==> config.mk <==
export PLATFORM = sky130hd
export DESIGN_NAME = reg_bus_arbiter
export DESIGN_NICKNAME = d
export VERILOG_FILES = /design/src/rtl/reg_bus_pkg.sv /design/src/rtl/reg_bus_req_slot.sv /design/src/rtl/reg_bus_arbiter.sv
export SDC_FILE = /design/constraint.sdc
export NUM_CORES = 1
export LEC_CHECK = 0
export BUFFER_PORTS_ARGS = -buffer_cell sky130_fd_sc_hd__buf_2
export CORE_MARGIN = 4
export CORE_UTILIZATION = 45
export CTS_CLUSTER_SIZE = 25
export DETAILED_ROUTE_END_ITERATION = 8
export PLACE_DENSITY = 0.79
export SETUP_SLACK_MARGIN = 0.05
export SKIP_CTS_REPAIR_TIMING = 1
export SLEW_MARGIN = 20
export SYNTH_ARGS = -nofsm -noshare
export SYNTH_HDL_FRONTEND = slang
export SYNTH_HIERARCHICAL = 1
export SYNTH_SLANG_ARGS = --single-unit
==> constraint.sdc <==
create_clock -name clock -period 4.4 [get_ports clock]
set_clock_uncertainty 0.15 [all_clocks]
set_input_delay 0.88 -clock clock [delete_from_list [all_inputs] [get_ports clock]]
set_output_delay 0.88 -clock clock [all_outputs]
set_load 0.005 [all_outputs]
==> src/rtl/reg_bus_pkg.sv <==
// Shared types and helpers for the two-master register-bus arbiter.
package reg_bus_pkg;

    localparam int ADDRESS_WIDTH_DEFAULT = 8;

    // Arbiter FSM: idle between transactions, waiting while one is in flight.
    typedef enum logic {
        ST_IDLE = 1'b0,
        ST_WAIT = 1'b1
    } state_t;

    // Timeout counter must be able to hold TIMEOUT_CYCLES itself.
    function automatic int counter_width(input int timeout_cycles);
        return $clog2(timeout_cycles + 1);
    endfunction

endpackage

==> src/rtl/reg_bus_req_slot.sv <==
// One request slot per master: latches a request pulse and its payload
// until the arbiter issues it to the target.
module reg_bus_req_slot
    import reg_bus_pkg::*;
#(
    parameter int ADDRESS_WIDTH = ADDRESS_WIDTH_DEFAULT
) (
    input  logic                     clock,
    input  logic                     reset_n,
    input  logic                     request,
    input  logic [ADDRESS_WIDTH-1:0] address,
    input  logic                     is_write,
    input  logic [7:0]               write_data,
    input  logic                     clear,
    output logic                     pend,
    output logic [ADDRESS_WIDTH-1:0] slot_address,
    output logic                     slot_is_write,
    output logic [7:0]               slot_write_data
);

    // Capture the latest request; a new request outranks the arbiter's clear.
    always_ff @(posedge clock) begin
        if (!reset_n) begin
            // NOTE: payload registers are reset too so the slot never exposes X on the target bus.
            pend            <= 1'b0;
            slot_address    <= '0;
            slot_is_write   <= 1'b0;
            slot_write_data <= 8'h00;
        end else begin
            // NOTE: request is tested before clear so a request landing on the issue edge is not lost.
            if (request) begin
                pend            <= 1'b1;
                slot_address    <= address;
                slot_is_write   <= is_write;
                slot_write_data <= write_data;
            end else if (clear) begin
                pend <= 1'b0;
            end
        end
    end

endmodule

==> src/rtl/reg_bus_arbiter.sv <==
// Round-robin arbiter sharing one register-bus target between two masters,
// one transaction in flight, with a timeout response if the target is silent.
module reg_bus_arbiter
    import reg_bus_pkg::*;
#(
    parameter int         ADDRESS_WIDTH  = ADDRESS_WIDTH_DEFAULT,
    parameter int         TIMEOUT_CYCLES = 255,
    parameter logic [7:0] TIMEOUT_DATA   = 8'hFF
) (
    input  logic                     clock,
    input  logic                     reset_n,
    // master 0
    input  logic                     m0_request,
    input  logic [ADDRESS_WIDTH-1:0] m0_address,
    input  logic                     m0_is_write,
    input  logic [7:0]               m0_write_data,
    output logic                     m0_response,
    output logic [7:0]               m0_read_data,
    output logic                     m0_error,
    // master 1
    input  logic                     m1_request,
    input  logic [ADDRESS_WIDTH-1:0] m1_address,
    input  logic                     m1_is_write,
    input  logic [7:0]               m1_write_data,
    output logic                     m1_response,
    output logic [7:0]               m1_read_data,
    output logic                     m1_error,
    // target
    output logic                     s_request,
    output logic [ADDRESS_WIDTH-1:0] s_address,
    output logic                     s_is_write,
    output logic [7:0]               s_write_data,
    input  logic                     s_response,
    input  logic [7:0]               s_read_data
);

    localparam int COUNT_W = counter_width(TIMEOUT_CYCLES);
    localparam logic [COUNT_W-1:0] COUNT_LAST = COUNT_W'(TIMEOUT_CYCLES - 1);

    logic                     pend0, pend1;
    logic [ADDRESS_WIDTH-1:0] slot0_address, slot1_address;
    logic                     slot0_is_write, slot1_is_write;
    logic [7:0]               slot0_write_data, slot1_write_data;

    state_t               state;
    logic                 grant;      // master owning the in-flight transaction
    logic                 prio;       // master preferred when both are pending
    logic [COUNT_W-1:0]   counter;

    logic                 issue;
    logic                 winner;
    logic                 clear0, clear1;
    logic                 timeout_hit;
    logic                 done;
    logic [7:0]           done_data;
    logic                 done_error;

    reg_bus_req_slot #(.ADDRESS_WIDTH(ADDRESS_WIDTH)) u_slot0 (
        .clock           (clock),
        .reset_n         (reset_n),
        .request         (m0_request),
        .address         (m0_address),
        .is_write        (m0_is_write),
        .write_data      (m0_write_data),
        .clear           (clear0),
        .pend            (pend0),
        .slot_address    (slot0_address),
        .slot_is_write   (slot0_is_write),
        .slot_write_data (slot0_write_data)
    );

    reg_bus_req_slot #(.ADDRESS_WIDTH(ADDRESS_WIDTH)) u_slot1 (
        .clock           (clock),
        .reset_n         (reset_n),
        .request         (m1_request),
        .address         (m1_address),
        .is_write        (m1_is_write),
        .write_data      (m1_write_data),
        .clear           (clear1),
        .pend            (pend1),
        .slot_address    (slot1_address),
        .slot_is_write   (slot1_is_write),
        .slot_write_data (slot1_write_data)
    );

    // Pick the winner and decide how the in-flight transaction completes.
    always_comb begin
        issue       = (state == ST_IDLE) && (pend0 || pend1);
        winner      = (pend0 && pend1) ? prio : pend1;
        clear0      = issue && !winner;
        clear1      = issue && winner;
        timeout_hit = (counter == COUNT_LAST);
        done        = (state == ST_WAIT) && (s_response || timeout_hit);
        // A real answer beats a coincident timeout.
        done_data   = s_response ? s_read_data : TIMEOUT_DATA;
        done_error  = !s_response;
    end

    // Arbiter FSM with registered target request and master responses.
    always_ff @(posedge clock) begin
        if (!reset_n) begin
            state        <= ST_IDLE;
            grant        <= 1'b0;
            prio         <= 1'b0;
            counter      <= '0;
            s_request    <= 1'b0;
            s_address    <= '0;
            s_is_write   <= 1'b0;
            s_write_data <= 8'h00;
            m0_response  <= 1'b0;
            m0_read_data <= 8'h00;
            m0_error     <= 1'b0;
            m1_response  <= 1'b0;
            m1_read_data <= 8'h00;
            m1_error     <= 1'b0;
        end else begin
            // NOTE: pulse outputs default low here and are overridden below; non-blocking keeps the last write.
            s_request   <= 1'b0;
            m0_response <= 1'b0;
            m0_error    <= 1'b0;
            m1_response <= 1'b0;
            m1_error    <= 1'b0;
            case (state)
                ST_IDLE: begin
                    if (issue) begin
                        s_request    <= 1'b1;
                        s_address    <= winner ? slot1_address    : slot0_address;
                        s_is_write   <= winner ? slot1_is_write   : slot0_is_write;
                        s_write_data <= winner ? slot1_write_data : slot0_write_data;
                        grant        <= winner;
                        counter      <= '0;
                        state        <= ST_WAIT;
                    end
                end
                ST_WAIT: begin
                    counter <= counter + 1'b1;
                    if (done) begin
                        if (grant) begin
                            m1_response  <= 1'b1;
                            m1_read_data <= done_data;
                            m1_error     <= done_error;
                        end else begin
                            m0_response  <= 1'b1;
                            m0_read_data <= done_data;
                            m0_error     <= done_error;
                        end
                        prio  <= ~grant;
                        state <= ST_IDLE;
                    end
                end
                default: state <= ST_IDLE;
            endcase
        end
    end

endmodule

==> results of run 1 <==
## critical path, delay by kind of cell
family / cells / cell delay, ps
buffers and inverters: 2 / 1210
AND/OR/NAND/NOR: 1 / 370
## registers in the layout (all words and copies together) (netlist names), 8 cells and up
name / flops
u_slot0/slot_write_data: 8
counter: 8
u_slot1/slot_address: 8
s_address: 8
u_slot1/slot_write_data: 8
u_slot0/slot_address: 8
m1_read_data: 8
s_write_data: 8
m0_read_data: 8
## how the worst min path moves through the flow
stage	slack (ps)	endpoint	from	cells past startpoint
5_1_grt	330	m1_read_data[7]	m1_read_data[7]	1
2_1_floorplan	300	s_address[0]	u_slot0/slot_address[0]	1
3_3_place_gp	290	m1_read_data[4]	m1_read_data[4]	1
3_5_place_dp	300	m1_read_data[7]	m1_read_data[7]	1
4_1_cts	320	m1_read_data[1]	m1_read_data[1]	1
6_report	320	m1_read_data[1]	m1_read_data[1]	1
## where the power goes
| part | total, mW | internal (mW) | leakage (nW) | switching [mW] |
|---|---|---|---|---|
| registers | 0.834 | 0.808 | 0.696 | 0.0266 |
| logic | 0.161 | 0.0765 | 0.936 | 0.0842 |
| clock network | 0.526 | 0.230 | 0.0918 | 0.296 |
| total | 1.52 | 1.11 | 1.72 | 0.406 |
## layout make-up
type	count	area share (%)
Clock buffer	10	3.53
Clock inverter	6	1.35
Inverter	5	0.482
Multi-Input combinational cell	192	37.1
Sequential cell	85	43.7
Tap cell	96	3.08
Timing Repair Buffer	84	10.8
## stage by stage
stage	total power, mW	std cells	setup slack (ps)	area, sq um	util (%)
floorplan	0.959	302	2350	3310	-
global placement	1.01	462	1740	3700	53.0
detailed placement	1.01	462	1710	3700	53.0
CTS	1.53	478	2070	3890	55.8
global route	1.58	478	1840	3890	55.8
finish	1.52	478	2040	3890	55.8
## synthesized netlist by cell type, drive strengths merged
| cell | instances | area share (%) |
|---|---|---|
| xor2 | 1 | 0.26 |
| mux2i | 34 | 10 |
| a221o | 5 | 1.5 |
| nand2b | 9 | 1.7 |
| o211ai | 3 | 0.68 |
| o21a | 4 | 0.91 |
| nand4 | 4 | 0.76 |
| o211a | 1 | 0.53 |
| nand3 | 4 | 0.76 |
| buf | 13 | 3.6 |
| o21ai | 2 | 0.30 |
| o221a | 8 | 2.7 |
| o2bb2ai | 8 | 2.1 |
| a21oi | 5 | 0.76 |
| and3 | 5 | 0.95 |
| nand2 | 6 | 0.68 |
| nor2 | 20 | 2.5 |
| a31o | 1 | 0.26 |
| dfxtp | 85 | 51 |
| a222oi | 12 | 3.6 |
| and2 | 2 | 0.45 |
| nor2b | 44 | 8.3 |
| xnor2 | 1 | 0.26 |
| a31oi | 1 | 0.19 |
| o21ba | 1 | 0.30 |
| clkbuf | 7 | 0.79 |
| or2 | 2 | 0.38 |
| or3 | 3 | 0.57 |
| nor3 | 1 | 0.15 |
| inv | 5 | 0.57 |
| nor4 | 1 | 0.19 |
| a211oi | 2 | 0.61 |
| ha | 2 | 0.76 |
## logic make-up after synthesis
family          share of synthesized area [%]
fa+ha+maj                               0.757
compound gates                           14.5
flops                                    51.5
buf+inv                                  5.00
mux                                      10.3
simple gates                             17.4
xor+xnor                                0.530
## metal layers
metal	vias up	GRT usage (%)	part of all wire, %
met3	12	4.25	7.7
met5	-	0	0
met2	107	27.3	47
li1	1239	-	-
met1	1189	21.7	44
met4	0	6.14	1.3
==> metrics.md, run 1 <==
| Metric | Value |
|---|---|
| # clock sinks | 85 |
| Critical path endpoint | m0_error |
| Final Max Tran Viols | 0 |
| Clock root buffer master | clkbuf_8 |
| Synth cell types | 42 |
| FF+latch area | about 0.0017 sq mm |
| Syn Nets | 351 |
| Crit path required time | 4500 ps |
| Cell Rows | 30 |
| Final hold violation count | 0 |
| Largest stage delay, worst path | 630 ps |
| Total GRT Usage | 16.9% |
| Max-cap violations | 0 |
| Syn avg cell area | around 11 sq um |
| Clock slew at reported path FFs | about 100 ps |
| Worst hold slack | between 300 and 400 ps |
| First-pass GRT wire length | 11800 um |
| PortBufs | 84 |
| Post-Syn Area | 0.00331 sq mm |
| CP endpoint kind | register |
| Max Clk Rate | 0.423 GHz |
| FF+latch count, synth | 85 |
| First DRT Iteration DRCs | between 150 and 200 |
| Number of diodes | 0 |
| TNS Setup | 0 ps |
| Worst hold path class | register to register |
| RSZ-0062 raised after global routing | no |
| Worst Reg-to-Reg Cells | 4 |
| Post-synthesis sequential area ratio | 51.5% |
| Worst R2R Setup Slack | approximately 2300 ps |
| Initial antenna violation count | 0 |
| CTS Buffer Depth | 2 |
| Final period util | 53.7% |
| Congestion Overflow GR | 0 |
| DIE WIDTH | 93.7 um |
| Avg WL per Cell | 15.1 um |
| CP max stage cell | buf_2 |
| Area grow syn2layout | 17.8% |
| Clock latency on the worst-skew pair | 360 ps |
| CTS buffer count | 9 |
| Crit path max fanout | 56 |
| Largest net degree at the start of global routing | 57 |
| Footprint of the multi-input gates | 0.00144 sq mm |
| Max-slew headroom | around 28% |
| Die Y | around 94 um |
| Worst path cell trace | buf_2, inv_1, nor4_1 |
| GPL Wtd Cong | a little under 0.8 |
| Final Setup Violations | 0 |
| H-Tree Depth | 3 |
| Worst r2r src | u_slot0/pend |
| Vias per cell | 5.33 |
| Status | completed |
| Routed wire length | 7240 um |
| Worst-case vdd ir drop | 0.256 mV |
| Layout cells sized above 1 | 31.4% |
| Crit path DAT | between 2000 and 2500 ps |
| # IOs | between 80 and 90 |
| ANT nets after route | 0 |
| Drt first pass iters | 5 |
| Most frequent cells in the layout | dfxtp_1 (85), buf_2 (84), nor2b_1 (44), mux2i_1 (34), nor2_1 (19) |
| Core area | 0.00698 sq mm |
| PwrDens | between 300 and 400 mW/mm^2 |
| Leakage power | 1.72 nW |
| Warnings, synthesis | 6 |
| Worst setup SP type | primary input |
| Slew @ Worst Pin | about 1100 ps |
| Critical setup path kind | primary input to register |
| Crit path time final | 2360 ps |
| Layout Nets | 426 |
| Commonest non-fill, non-tap cell in the layout | dfxtp_1 |
| DPL Wire Length | 4870 um |
| Die area | 0.00878 sq mm |
| CTS tree | built |
| Critical Path Source | reset_n |
| Filler cells | 639 |
| Initial core utilization | 47.3% |
| R2r endpoint | s_address[5] |
| DRC | 0 |
| Vias | approximately 2500 |
| Cells after Synth | 302 |
| Vias in the first global route | roughly 2600 |
Power figures use the tool's default switching activity.
==> run 2: changes to the inputs <==
--- a/config.mk
+++ b/config.mk
@@ -10,7 +10,7 @@
 export CORE_UTILIZATION = 45
 export CTS_CLUSTER_SIZE = 25
 export DETAILED_ROUTE_END_ITERATION = 8
-export PLACE_DENSITY = 0.79
+export PLACE_DENSITY = 0.81
 export SETUP_SLACK_MARGIN = 0.05
 export SKIP_CTS_REPAIR_TIMING = 1
 export SLEW_MARGIN = 20
==> constraint.sdc (replaced) <==
create_clock -name clock -period 2 [get_ports clock]
set_clock_uncertainty 0.15 [all_clocks]
set_input_delay 0.4 -clock clock [delete_from_list [all_inputs] [get_ports clock]]
set_output_delay 0.4 -clock clock [all_outputs]
set_load 0.005 [all_outputs]
==> run 2 against run 1 <==
Net effect: critical path depth grew 2; sequential cell count unchanged; hold slack got worse by 160 ps; register-to-register slack got worse by 2100 ps; combinational power up 130%.
==> metrics.md, run 2 (synthesized netlist as in run 1, its figures left out) <==
| Metric | Value |
|---|---|
| Status | completed |
| CTS Buffer Depth | 2 |
| Filler cells | 632 |
| Cells after DPL | 470 |
| Worst hold path class | primary input to register |
| Worst setup SP type | register |
| PwrDens | 850 mW/mm^2 |
| DRC | 0 |
| Vias in the first global route | 2478 |
| Worst-case vdd ir drop | around 0.45 mV |
| Final Setup Violations | 0 |
| Most frequent cells in the layout | dfxtp_1 (85), buf_2 (84), nor2b_1 (44), mux2i_1 (34), nor2_1 (19) |
| Largest stage delay, worst path | 550 ps |
| Layout Nets | approximately 430 |
| DIE WIDTH | 93.7 um |
| Crit path max fanout | 9 |
| CTS buffer count | 9 |
| Critical setup path kind | register to register |
| Leakage power | 1.77 nW |
| Slew @ Worst Pin | 628 ps |
| Worst hold slack | 154 ps |
| Core area | 0.00698 sq mm |
| Footprint of the multi-input gates | 0.00144 sq mm |
| CP endpoint kind | register |
| First DRT Iteration DRCs | 204 |
| Worst path cell trace | inv_2, a211oi_2, buf_4, a222oi_1, nor2_1 |
| Congestion Overflow GR | 0 |
| Cell Rows | 30 |
| Initial antenna violation count | 0 |
| GPL Wtd Cong | 0.830 |
| CP max stage cell | a211oi_2 |
| Vias per cell | 5.21 |
| CTS tree | built |
| CP delay by family, top | compound AO/OA/AOI/OAI gates |
| Final Max Tran Viols | 0 |
| Die Y | around 94 um |
| # IOs | 85 |
| RSZ-0062 raised after global routing | no |
| Drt first pass iters | 7 |
| Vias | 2530 |
| Clock root buffer master | clkbuf_8 |
| First-pass GRT wire length | 12100 um |
| Max-slew headroom | 58.1% |
| Area grow syn2layout | 19.8% |
| Clock latency on the worst-skew pair | 350 ps |
| Largest net degree at the start of global routing | 19 |
| ANT nets after route | 0 |
| Number of diodes | 0 |
| Total GRT Usage | 17.6% |
| Initial core utilization | 47.3% |
| Final hold violation count | 0 |
| Avg WL per Cell | around 15 um |
| Die area | about 0.009 sq mm |
| Fin cells | ~490 |
| Final period util | 87.4% |
| PortBufs | 84 |
| Crit path time final | 1750 ps |
| Crit path DAT | roughly 1900 ps |
| Routed wire length | 7440 um |
| Max-cap violations | 0 |
| H-Tree Depth | 3 |
| Max Clk Rate | 0.572 GHz |
| # clock sinks | 85 |
| Layout cells sized above 1 | 32.8% |
| WP buf/inv | 2 |
| FF+latch area | 0.00170 sq mm |
| Clock slew at reported path FFs | 80 ps |
| Crit path required time | 2130 ps |
| TNS Setup | 0 ps |
| DPL Wire Length | around 5300 um |
| Commonest non-fill, non-tap cell in the layout | dfxtp_1 |
## run 2: cell types whose count changed in the layout (fill, tap and decap cells not counted)
cell	change
inv_8	-1
inv_6	-2
clkinvlp_4	-1
clkinv_2	+1
buf_4	+8
clkbuf_8	+2
clkinv_4	+1
## run 2: layout make-up
class                   count  area share [%]
inverters                   5           0.474
clock inverters             4           0.759
repair buffers             92            12.1
well taps                  96            3.03
flip-flops and latches     85            43.0
multi-input cells         192            36.4
clock buffers              12            4.17
## run 2: metal layers
layer,up-vias,routed length [um],global-route usage (%)
li1,1249,-,-
met1,1195,3260,22.0
met2,76,3620,28.8
met3,10,452,4.57
met4,0,107,7.10
met5,-,0,0
## run 2: path summary, 6_finish.rpt
path                                         to            start  cells after the start  slack (ps)
worst max-delay path            s_write_data[5]     u_slot0/pend                      5         250
worst max register to register  s_write_data[5]     u_slot0/pend                      5         250
worst min-delay path            m1_read_data[4]   s_read_data[4]                      3         150
worst min register to register  m1_read_data[5]  m1_read_data[5]                      1         320
## run 2: power by group
part           switching [mW]  internal [mW]
sequential             0.0630           1.78
combinational           0.185          0.182
clock                   0.598          0.558
total                   0.846           2.52
## run 2: metrics by stage
stage / power, mW / utilization [%] / instance area, sq um / worst slack, ps
after global placement: 2.23 / 53.9 / 3760 / 376
after global routing: 3.52 / 56.7 / 3960 / 148
after CTS: 3.38 / 56.7 / 3960 / 275
after floorplan: 2.11 / - / 3310 / 434
final: 3.36 / 56.7 / 3960 / 252
after detailed placement: 2.24 / 53.9 / 3760 / 296
## run 2: tightest hold or removal path, delay by kind of cell
family                 cells  cell delay [ps]
buffers and inverters      1               90
and+or+nand+nor            1               40
AOI/OAI and AO/OA          1              100
==> run 3: changes to the inputs <==
--- a/config.mk
+++ b/config.mk
@@ -10,7 +10,7 @@
 export CORE_UTILIZATION = 45
 export CTS_CLUSTER_SIZE = 25
 export DETAILED_ROUTE_END_ITERATION = 8
-export PLACE_DENSITY = 0.81
+export PLACE_DENSITY = 0.79
 export SETUP_SLACK_MARGIN = 0.05
 export SKIP_CTS_REPAIR_TIMING = 1
 export SLEW_MARGIN = 20
==> run 3 against run 2 <==
Net effect: power increased by 3.3%; critical path depth down 1; first-iteration DRC count decreased by 35%; non-clock buffer count is 1 lower; die area unchanged; count of clock-buffer cells in the layout decreased by 1; sequential share of layout area is essentially flat; cell count is 0.41% lower; via count fell by 1.0%; global-route usage increased by 0.14 points; highest routed layer unchanged.
==> metrics.md, run 3 (synthesized netlist as in run 1, its figures left out) <==
| Metric | Value |
|---|---|
| Max-cap violations | 0 |
| Psw | 0.820 mW |
| Avg WL per Cell | 15.2 um |
| # IOs | between 80 and 90 |
| DRC | 0 |
| Final Max Tran Viols | 0 |
| Area grow syn2layout | 19.8% |
| Met2 Use GR | 29.4% |
| Largest net degree at the start of global routing | 26 |
| Crit path DAT | 1870 ps |
| Clock latency on the worst-skew pair | 350 ps |
| Layout cells sized above 1 | 32.0% |
| Cell Rows | 30 |
| # clock sinks | 85 |
| Core area | 0.00698 sq mm |
| First-pass GRT wire length | 12200 um |
| Number of diodes | 0 |
| Vias in the first global route | 2547 |
| Total GRT Usage | 17.7% |
| Die area | 0.00878 sq mm |
| Fin worst setup slack | 271 ps |
| RSZ-0062 raised after global routing | no |
| Setup WS pre-CTS | 303 ps |
| Routed wire length | 7360 um |
| Worst hold slack | roughly 140 ps |
| Met1 usage in global routing | between 20% and 30% |
| Worst-case vdd ir drop | approximately 0.40 mV |
| Clock slew at reported path FFs | 80 ps |
| CP endpoint kind | register |
| First DRT Iteration DRCs | 133 |
| Final period util | 86.4% |
| Gate power share | between 10% and 20% |
| TNS Setup | 0 ps |
| Leakage power | 1.77 nW |
| CTS buffer count | 9 |
| Status | completed |
| H-Tree Depth | 3 |
| Crit path time final | around 1700 ps |
| Commonest non-fill, non-tap cell in the layout | dfxtp_1 |
| Initial core utilization | 47.3% |
| Die Y | 93.7 um |
| Crit path required time | 2140 ps |
| Congestion Overflow GR | 0 |
| Worst hold path class | primary input to register |
| Filler cells | 641 |
| Final Setup Violations | 0 |
| CTS Buffer Depth | 2 |
| Cell-internal power | 2.66 mW |
| Drt first pass iters | 6 |
| Vias | approximately 2500 |
| PwrDens | 877 mW/mm^2 |
| Layout Nets | 433 |
| Global Route met3 Usage | 6.41% |
| Slew @ Worst Pin | 830 ps |
| CTS tree | built |
| Clk network pwr share | 36.5% |
| Switch share | 23.6% |
| DIE WIDTH | 93.7 um |
| Initial antenna violation count | 0 |
| Critical setup path kind | register to register |
| Max-slew headroom | 44.6% |
| PortBufs | 84 |
| Flop pwr share | 52.7% |
| Clock root buffer master | clkbuf_8 |
| Crit path max fanout | 19 |
| Final hold violation count | 0 |
| Worst setup SP type | register |
| Max Clk Rate | 0.578 GHz |
| Vias per cell | 5.17 |
| GPL Wtd Cong | 0.805 |
| DPL Wire Length | between 5000 and 6000 um |
| GR peak layer | met2 |
| ANT nets after route | 0 |
| Most frequent cells in the layout | dfxtp_1 (85), buf_2 (84), nor2b_1 (44), mux2i_1 (34), nor2_1 (19) |
-- run 3: cell type report --
class | instances | area, sq um | share of cell area [%]
clock buffer | 11 | 131 | 3.32
clock inverter | 4 | 73.8 | 1.86
inverter | 5 | 18.8 | 0.474
multi-input combinational | 192 | 1440 | 36.4
sequential | 85 | 1700 | 43.0
tap | 96 | 120 | 3.03
timing repair buffer | 91 | 473 | 11.9
-- run 3: worst max-delay path: stages, from the launching register on --
cell and delay (ps):
dfxtp_1 370, o21ai_2 690, buf_4 280, a222oi_1 80
nor2_1 100
-- run 3: path summary, 6_finish.rpt --
check / depth (start not counted) / to / from / slack [ps]
setup / recovery: 4 / s_is_write / u_slot1/pend / 270
setup reg to reg: 4 / s_is_write / u_slot1/pend / 270
hold reg to reg: 1 / m1_read_data[2] / m1_read_data[2] / 320
hold / removal: 2 / m0_error / s_response / 140
-- run 3: metrics by stage --
stage | util [%] | cell area (sq um) | std cells | power, mW
4_1_cts | 56.7 | 3960 | 484 | 3.52
3_3_place_gp | 53.8 | 3760 | 469 | 2.23
3_5_place_dp | 53.8 | 3760 | 469 | 2.24
5_1_grt | 56.7 | 3960 | 484 | 3.64
2_1_floorplan | - | 3310 | 302 | 2.11
6_report | 56.7 | 3960 | 484 | 3.48
-- run 3: per-layer routing --
layer / part of all wire, % / up-vias / routed length [um]
li1: - / 1249 / -
met1: 43 / 1179 / 3170
met2: 49 / 67 / 3570
met3: 7.0 / 9 / 516
met4: 1.3 / 0 / 99
met5: 0 / - / 0
-- run 3: power groups by stage --
stage | registers, mW | clock network, mW | logic, mW
finish | 1.83 | 1.27 | 0.374
global route | 1.84 | 1.38 | 0.418
CTS | 1.83 | 1.31 | 0.376
detailed placement | 1.87 | 0 | 0.374
global placement | 1.87 | 0 | 0.363
floorplan | 1.86 | 0 | 0.251
